===== src/rtl/rom_stream_pkg.sv =====
// Shared types and constants for the ROM stream reader: FSM encoding,
// output FIFO depth and the read-pipeline in-flight limit.
package rom_stream_pkg;

    typedef enum logic [1:0] {
        ST_IDLE  = 2'd0,
        ST_RUN   = 2'd1,
        ST_DRAIN = 2'd2
    } state_t;

    localparam int FIFO_DEPTH   = 4;
    localparam int PTR_W        = 2;
    localparam int OCC_W        = 3;
    localparam int INFLIGHT_MAX = 2;

    // Number of reads currently travelling through the ROM pipeline.
    function automatic logic [OCC_W-1:0] flight_count(input logic [INFLIGHT_MAX-1:0] v);
        logic [OCC_W-1:0] n;
        n = '0;
        for (int i = 0; i < INFLIGHT_MAX; i++) begin
            n = n + OCC_W'(v[i]);
        end
        return n;
    endfunction

endpackage


===== src/rtl/rom_stream_fifo.sv =====
// Four-entry output FIFO for ROM words; head word is visible combinationally
// so it can drive the stream output directly.
module rom_stream_fifo
    import rom_stream_pkg::*;
#(
    parameter int DW = 5
) (
    input  logic             i_clk,
    input  logic             i_reset,
    input  logic             i_push,
    input  logic [DW-1:0]    i_din,
    input  logic             i_pop,
    output logic [DW-1:0]    o_dout,
    output logic             o_empty,
    output logic [OCC_W-1:0] o_occ
);

    logic [DW-1:0]    r_mem [FIFO_DEPTH];
    logic [PTR_W-1:0] r_wr_ptr;
    logic [PTR_W-1:0] r_rd_ptr;
    logic [OCC_W-1:0] r_occ;
    logic             w_push;
    logic             w_pop;

    assign w_push = i_push && (r_occ != OCC_W'(FIFO_DEPTH));
    assign w_pop  = i_pop && (r_occ != '0);

    generate
        for (genvar gi = 0; gi < FIFO_DEPTH; gi++) begin : g_entry
            always_ff @(posedge i_clk or posedge i_reset) begin
                if (i_reset) begin
                    r_mem[gi] <= '0;
                end else if (w_push && (r_wr_ptr == PTR_W'(gi))) begin
                    r_mem[gi] <= i_din;
                end
            end
        end
    endgenerate

    always_ff @(posedge i_clk or posedge i_reset) begin
        if (i_reset) begin
            r_wr_ptr <= '0;
            r_rd_ptr <= '0;
            r_occ    <= '0;
        end else begin
            if (w_push) begin
                r_wr_ptr <= r_wr_ptr + PTR_W'(1);
            end
            if (w_pop) begin
                r_rd_ptr <= r_rd_ptr + PTR_W'(1);
            end
            case ({w_push, w_pop})
                2'b10:   r_occ <= r_occ + OCC_W'(1);
                2'b01:   r_occ <= r_occ - OCC_W'(1);
                default: r_occ <= r_occ;
            endcase
        end
    end

    assign o_dout  = r_mem[r_rd_ptr];
    assign o_empty = (r_occ == '0);
    assign o_occ   = r_occ;

endmodule


===== src/rtl/rom_stream_reader.sv =====
// Burst reader for a one-cycle-latency ROM presenting words on a valid/ready
// stream. Define ROM_STREAM_LOOP_EN to add i_stop and repeat bursts until stopped.
module rom_stream_reader
    import rom_stream_pkg::*;
#(
    parameter int DEPTH = 10,
    parameter int AW    = 10,
    parameter int DW    = 5
) (
    input  logic          i_clk,
    input  logic          i_reset,
    input  logic          i_start,
    input  logic [AW-1:0] i_base,
    input  logic [AW-1:0] i_count,
`ifdef ROM_STREAM_LOOP_EN
    input  logic          i_stop,
`endif
    output logic [AW-1:0] o_rom_addr,
    input  logic [DW-1:0] i_rom_d,
    output logic [DW-1:0] o_out_d,
    output logic          o_out_valid,
    input  logic          i_out_ready,
    output logic          o_busy,
    output logic          o_done,
    output logic          o_err
);

    state_t                  r_state;
    state_t                  w_state_next;
    logic [AW-1:0]           r_addr;
    logic [AW-1:0]           w_addr_next;
    logic [AW-1:0]           r_remain;
    logic [AW-1:0]           w_remain_next;
    logic [INFLIGHT_MAX-1:0] r_flight;
    logic                    r_busy;
    logic                    w_busy_next;
    logic                    r_done;
    logic                    w_done_next;
    logic                    r_err;
    logic                    w_err_next;
    logic                    w_issue;
    logic                    w_pop;
    logic                    w_empty;
    logic [OCC_W-1:0]        w_occ;
    logic                    w_room;
    logic                    w_drained;
    logic [AW-1:0]           w_addr_inc;
`ifdef ROM_STREAM_LOOP_EN
    logic [AW-1:0]           r_base;
    logic [AW-1:0]           r_count;
`endif

    rom_stream_fifo #(.DW(DW)) u_fifo (
        .i_clk   (i_clk),
        .i_reset (i_reset),
        .i_push  (r_flight[INFLIGHT_MAX-1]),
        .i_din   (i_rom_d),
        .i_pop   (w_pop),
        .o_dout  (o_out_d),
        .o_empty (w_empty),
        .o_occ   (w_occ)
    );

    assign o_out_valid = !w_empty;
    assign w_pop       = o_out_valid && i_out_ready;
    assign w_addr_inc  = (r_addr == AW'(DEPTH - 1)) ? '0 : r_addr + AW'(1);
    // Every in-flight read will land in the FIFO, so reserve a slot for each.
    assign w_room      = ({1'b0, w_occ} + {1'b0, flight_count(r_flight)}) < 4'(FIFO_DEPTH);
    assign w_drained   = (r_flight == '0) &&
                         ((w_occ == '0) || ((w_occ == OCC_W'(1)) && w_pop));

    always_comb begin
        w_state_next  = r_state;
        w_addr_next   = r_addr;
        w_remain_next = r_remain;
        w_busy_next   = r_busy;
        w_done_next   = 1'b0;
        w_err_next    = 1'b0;
        w_issue       = 1'b0;
        case (r_state)
            ST_IDLE: begin
                if (i_start) begin
                    if (i_base >= AW'(DEPTH)) begin
                        w_err_next = 1'b1;
                    end else if (i_count == '0) begin
                        w_done_next = 1'b1;
                    end else begin
                        w_issue       = 1'b1;
                        w_addr_next   = i_base;
                        w_remain_next = i_count - AW'(1);
                        w_busy_next   = 1'b1;
`ifdef ROM_STREAM_LOOP_EN
                        w_state_next  = ST_RUN;
`else
                        w_state_next  = (i_count == AW'(1)) ? ST_DRAIN : ST_RUN;
`endif
                    end
                end
            end
            ST_RUN: begin
`ifdef ROM_STREAM_LOOP_EN
                if (i_stop) begin
                    w_state_next = ST_DRAIN;
                end else if (w_room) begin
                    w_issue = 1'b1;
                    if (r_remain == '0) begin
                        w_addr_next   = r_base;
                        w_remain_next = r_count - AW'(1);
                    end else begin
                        w_addr_next   = w_addr_inc;
                        w_remain_next = r_remain - AW'(1);
                    end
                end
`else
                if (w_room) begin
                    w_issue       = 1'b1;
                    w_addr_next   = w_addr_inc;
                    w_remain_next = r_remain - AW'(1);
                    if (r_remain == AW'(1)) begin
                        w_state_next = ST_DRAIN;
                    end
                end
`endif
            end
            ST_DRAIN: begin
                if (w_drained) begin
                    w_done_next  = 1'b1;
                    w_busy_next  = 1'b0;
                    w_state_next = ST_IDLE;
                end
            end
            default: begin
                w_state_next = ST_IDLE;
                w_busy_next  = 1'b0;
            end
        endcase
    end

    always_ff @(posedge i_clk or posedge i_reset) begin
        if (i_reset) begin
            r_state  <= ST_IDLE;
            r_addr   <= '0;
            r_remain <= '0;
            r_flight <= '0;
            r_busy   <= 1'b0;
            r_done   <= 1'b0;
            r_err    <= 1'b0;
        end else begin
            r_state  <= w_state_next;
            r_addr   <= w_addr_next;
            r_remain <= w_remain_next;
            r_flight <= {r_flight[INFLIGHT_MAX-2:0], w_issue};
            r_busy   <= w_busy_next;
            r_done   <= w_done_next;
            r_err    <= w_err_next;
        end
    end

`ifdef ROM_STREAM_LOOP_EN
    always_ff @(posedge i_clk or posedge i_reset) begin
        if (i_reset) begin
            r_base  <= '0;
            r_count <= '0;
        end else if ((r_state == ST_IDLE) && i_start) begin
            r_base  <= i_base;
            r_count <= i_count;
        end
    end
`endif

    assign o_rom_addr = r_addr;
    assign o_busy     = r_busy;
    assign o_done     = r_done;
    assign o_err      = r_err;

endmodule


===== config.mk =====
export PLATFORM = sky130hd
export DESIGN_NAME = rom_stream_reader
export DESIGN_NICKNAME = d
export VERILOG_FILES = /design/src/rtl/rom_stream_pkg.sv /design/src/rtl/rom_stream_fifo.sv /design/src/rtl/rom_stream_reader.sv
export SDC_FILE = /design/constraint.sdc
export NUM_CORES = 1
export LEC_CHECK = 0
export ABC_AREA = 1
export BUFFER_PORTS_ARGS = -buffer_cell sky130_fd_sc_hd__clkbuf_2
export CORE_ASPECT_RATIO = 0.75
export CORE_UTILIZATION = 60
export CTS_BUF_LIST = sky130_fd_sc_hd__clkbuf_4 sky130_fd_sc_hd__clkbuf_8
export DETAILED_ROUTE_END_ITERATION = 12
export PLACE_DENSITY_LB_ADDON = 0.3
export SETUP_SLACK_MARGIN = 0.3
export SLEW_MARGIN = 30
export SYNTH_ARGS = -nofsm -noshare
export SYNTH_HDL_FRONTEND = slang
export SYNTH_SLANG_ARGS = --single-unit

===== constraint.sdc =====
create_clock -name i_clk -period 2.2 [get_ports i_clk]
set_input_delay 0.22 -clock i_clk [delete_from_list [all_inputs] [get_ports i_clk]]
set_output_delay 0.22 -clock i_clk [all_outputs]
set_load 0.03 [all_outputs]

==> flow_summary.json <==
{
  "outcome": "finished, final reports clean",
  "drive_above_1_share": 0.182,
  "async_flop_share": 1.00,
  "grt-busiest-layer": "met2",
  "via_per_inst": 5.32,
  "hold_path.class": "primary input to flop",
  "nNetsFinal": 561,
  "vias": 3142,
  "postCtsSetupRepairBufs": 0,
  "power_leakage_nw": 2.00,
  "peakVddDrop_mv": 0.761,
  "hpwl_um": 5710,
  "start_util": 0.631,
  "worstMarginPinSlew_ns": 0.595,
  "first_global_vias": 2755,
  "yosysUniqueCellTypes": 30,
  "cts_buffer_depth": 2,
  "clk_pin_slew_ns": 0.11,
  "synth-seq-area-share": 0.396,
  "grt_usage": 0.266,
  "finalHoldViolCount": 0,
  "drtIter0Drc": 233,
  "clk_latency_ns": 0.32,
  "antenna_left": 0,
  "die-area_um2": 6000,
  "drt_first_pass_iters": 5,
  "die_w_um": 89.1,
  "skew_ns": 0.0127,
  "report.power.total_mw": 5.45,
  "syn_area_um2": 3420,
  "worstSetupPathType": "flop to output port",
  "cp.required_ns": 1.98,
  "routabilityCongestion": 0.860,
  "arrival_ns": 1.65,
  "num_antenna_cells": 0,
  "grt_pass1_wl_um": 12200,
  "totalWireLength_um": 7630,
  "wl_per_cell_um": 12.9,
  "synthCells": 464,
  "finalCritPeriodShare": 0.848,
  "synthFlopType": "dfrtp_1",
  "die_h_um": 67.3,
  "max-slew-margin-rel": 0.603,
  "synth_warnings": 0,
  "tns_ns": 0,
  "antenna_found_initial": 0,
  "startpoint_type": "flop",
  "rsz0062_at_grt": "yes",
  "htreeDepth": 2,
  "max_cap_viol_count": 0,
  "drc": 0,
  "min_period_ns": 1.87,
  "syn_nets": 510,
  "synth-seq-cells": 54,
  "overflow": 0,
  "area_growth_pct": 12.5,
  "synth-edff-count": 0,
  "rows": 23,
  "setup_viol": 0,
  "cts-root-buf": "clkbuf_8",
  "worstPathMaxFanout": 12,
  "endpoint_kind": "output port",
  "finalMaxSlewViolations": 0,
  "io_buffers": 47,
  "cts_sinks": 54,
  "cts-buffers-inserted": 5,
  "grt_max_degree": 32,
  "cts_tree": "yes",
  "max_freq_mhz": 536,
  "io_pins": 48,
  "core_region_area_um2": 5410,
  "powerDensity_nw_per_um2": 1420,
  "syn_avg_cell_area_um2": 7.36,
  "grt_use_met3": 0.0489,
  "gr-usage-met1": 0.389,
  "grt_use_met2": 0.396
}
placed cells by master (no fill, tap or decap), types with 4 or more instances in the layout:
master    instances
clkbuf_8          5
clkbuf_2         47
buf_4             4
nand2_1         137
o22ai_1           5
nor2_4            4
inv_1            45
o21ai_0          49
nor2_1           54
nand4_1           7
a21oi_1           5
inv_2             6
dfrtp_1          52
ha_1             15
xor2_1            8
o21ai_2          11
nand3_1          32
routing by layer:
| metal | part of all wire | wire [µm] |
|---|---|---|
| met1 | 0.50 | 3830 |
| met2 | 0.43 | 3290 |
| met3 | 0.054 | 413 |
| met4 | 0.014 | 104 |
| met5 | 0 | 0 |
Yosys cell counts, types with 2 or more instances:
library cell    n  area, µm²
ha_1           17        213
o21ai_2        11       96.3
nor2_4          4       45.0
nor2_2          3       18.8
nor2_1         54        203
nand2_1       137        514
nand3_1        32        160
xor2_1          8       70.1
dfrtp_1        54       1350
inv_1          47        176
inv_2           4       15.0
nand2_2         2       12.5
o21bai_1        3       22.5
nand3b_1        2       15.0
o22ai_1         5       31.3
xnor2_1         3       26.3
buf_6           3       33.8
clkbuf_1        2       7.51
o21ai_0        49        245
a21oi_1         5       25.0
nand3_2         3       30.0
nand4_1         7       43.8
buf_2           2       10.0
worst max-delay path, cell delays in order, from the launching register on:
cell,delay (ns)
dfrtp_2,0.51
inv_1,0.30
o21ai_0,0.13
o22ai_1,0.15
clkbuf_2,0.23
report_power, final:
group / internal [mW] / switching, mW
Clock: 0.236 / 0.352
Combinational: 1.01 / 1.93
Sequential: 1.46 / 0.471
path summary, 6_finish.rpt:
| check | end | cells after the start | slack, ns | start |
|---|---|---|---|---|
| setup / recovery | o_out_d[0] | 4 | 0.33 | u_fifo.r_rd_ptr[0] |
| hold / removal | u_fifo.r_mem[13] | 3 | 0.19 | i_rom_d[3] |
| setup reg to reg | u_fifo.o_occ[2] | 10 | 0.44 | u_fifo.o_occ[0] |
| hold reg to reg | r_flight[1] | 0 | 0.45 | r_flight[0] |
| max in group asynchronous | u_fifo.o_occ[0] | 4 | 1.06 | i_reset |
| min in group asynchronous | u_fifo.r_mem[2] | 3 | 0.49 | i_reset |
state kept, by name, summed over array words and instances, names as in the netlist:
name / cells
u_fifo.r_mem: 20
o_rom_addr: 10
r_remain: 10
u_fifo.o_occ: 3
r_flight: 2
r_state: 2
u_fifo.r_rd_ptr: 2
u_fifo.r_wr_ptr: 2
o_busy: 1
o_done: 1
o_err: 1
final cells by class:
cell class              instances  area (µm²)
inverters                      52         195
flip-flops and latches         54        1350
multi-input cells             350        1830
repair buffers                 52         275
fillers                       448        1570
clock inverters                 3        28.8
well taps                      75        93.8
clock buffers                   5        68.8
logic make-up after synthesis:
family | after synthesis | synth area share
AOI/OAI and AO/OA | 76 | 0.129
xor gates and xnor gates | 11 | 0.0282
adders and majority gates | 17 | 0.0623
buffers and inverters | 60 | 0.0744
DFF | 54 | 0.396
and+or+nand+nor | 246 | 0.310
metrics by stage:
step	setup slack (ns)	util	instances	cell area (µm²)	hold WS, ns
floorplan	0.327	-	464	3420	0.381
global placement	0.485	0.687	582	3720	0.308
detailed placement	0.407	0.687	582	3720	0.310
CTS	0.303	0.707	591	3820	0.182
global route	0.293	0.710	591	3840	0.205
finish	0.334	0.710	591	3840	0.188
what timing repair did:
action                                  4_1_cts  5_1_grt
hold buffers                                  1        0
endpoints found under the setup margin        0        9
endpoints found under the hold margin        27        0
gates resized for setup                       0        5
(Power assumes the default switching activity.)
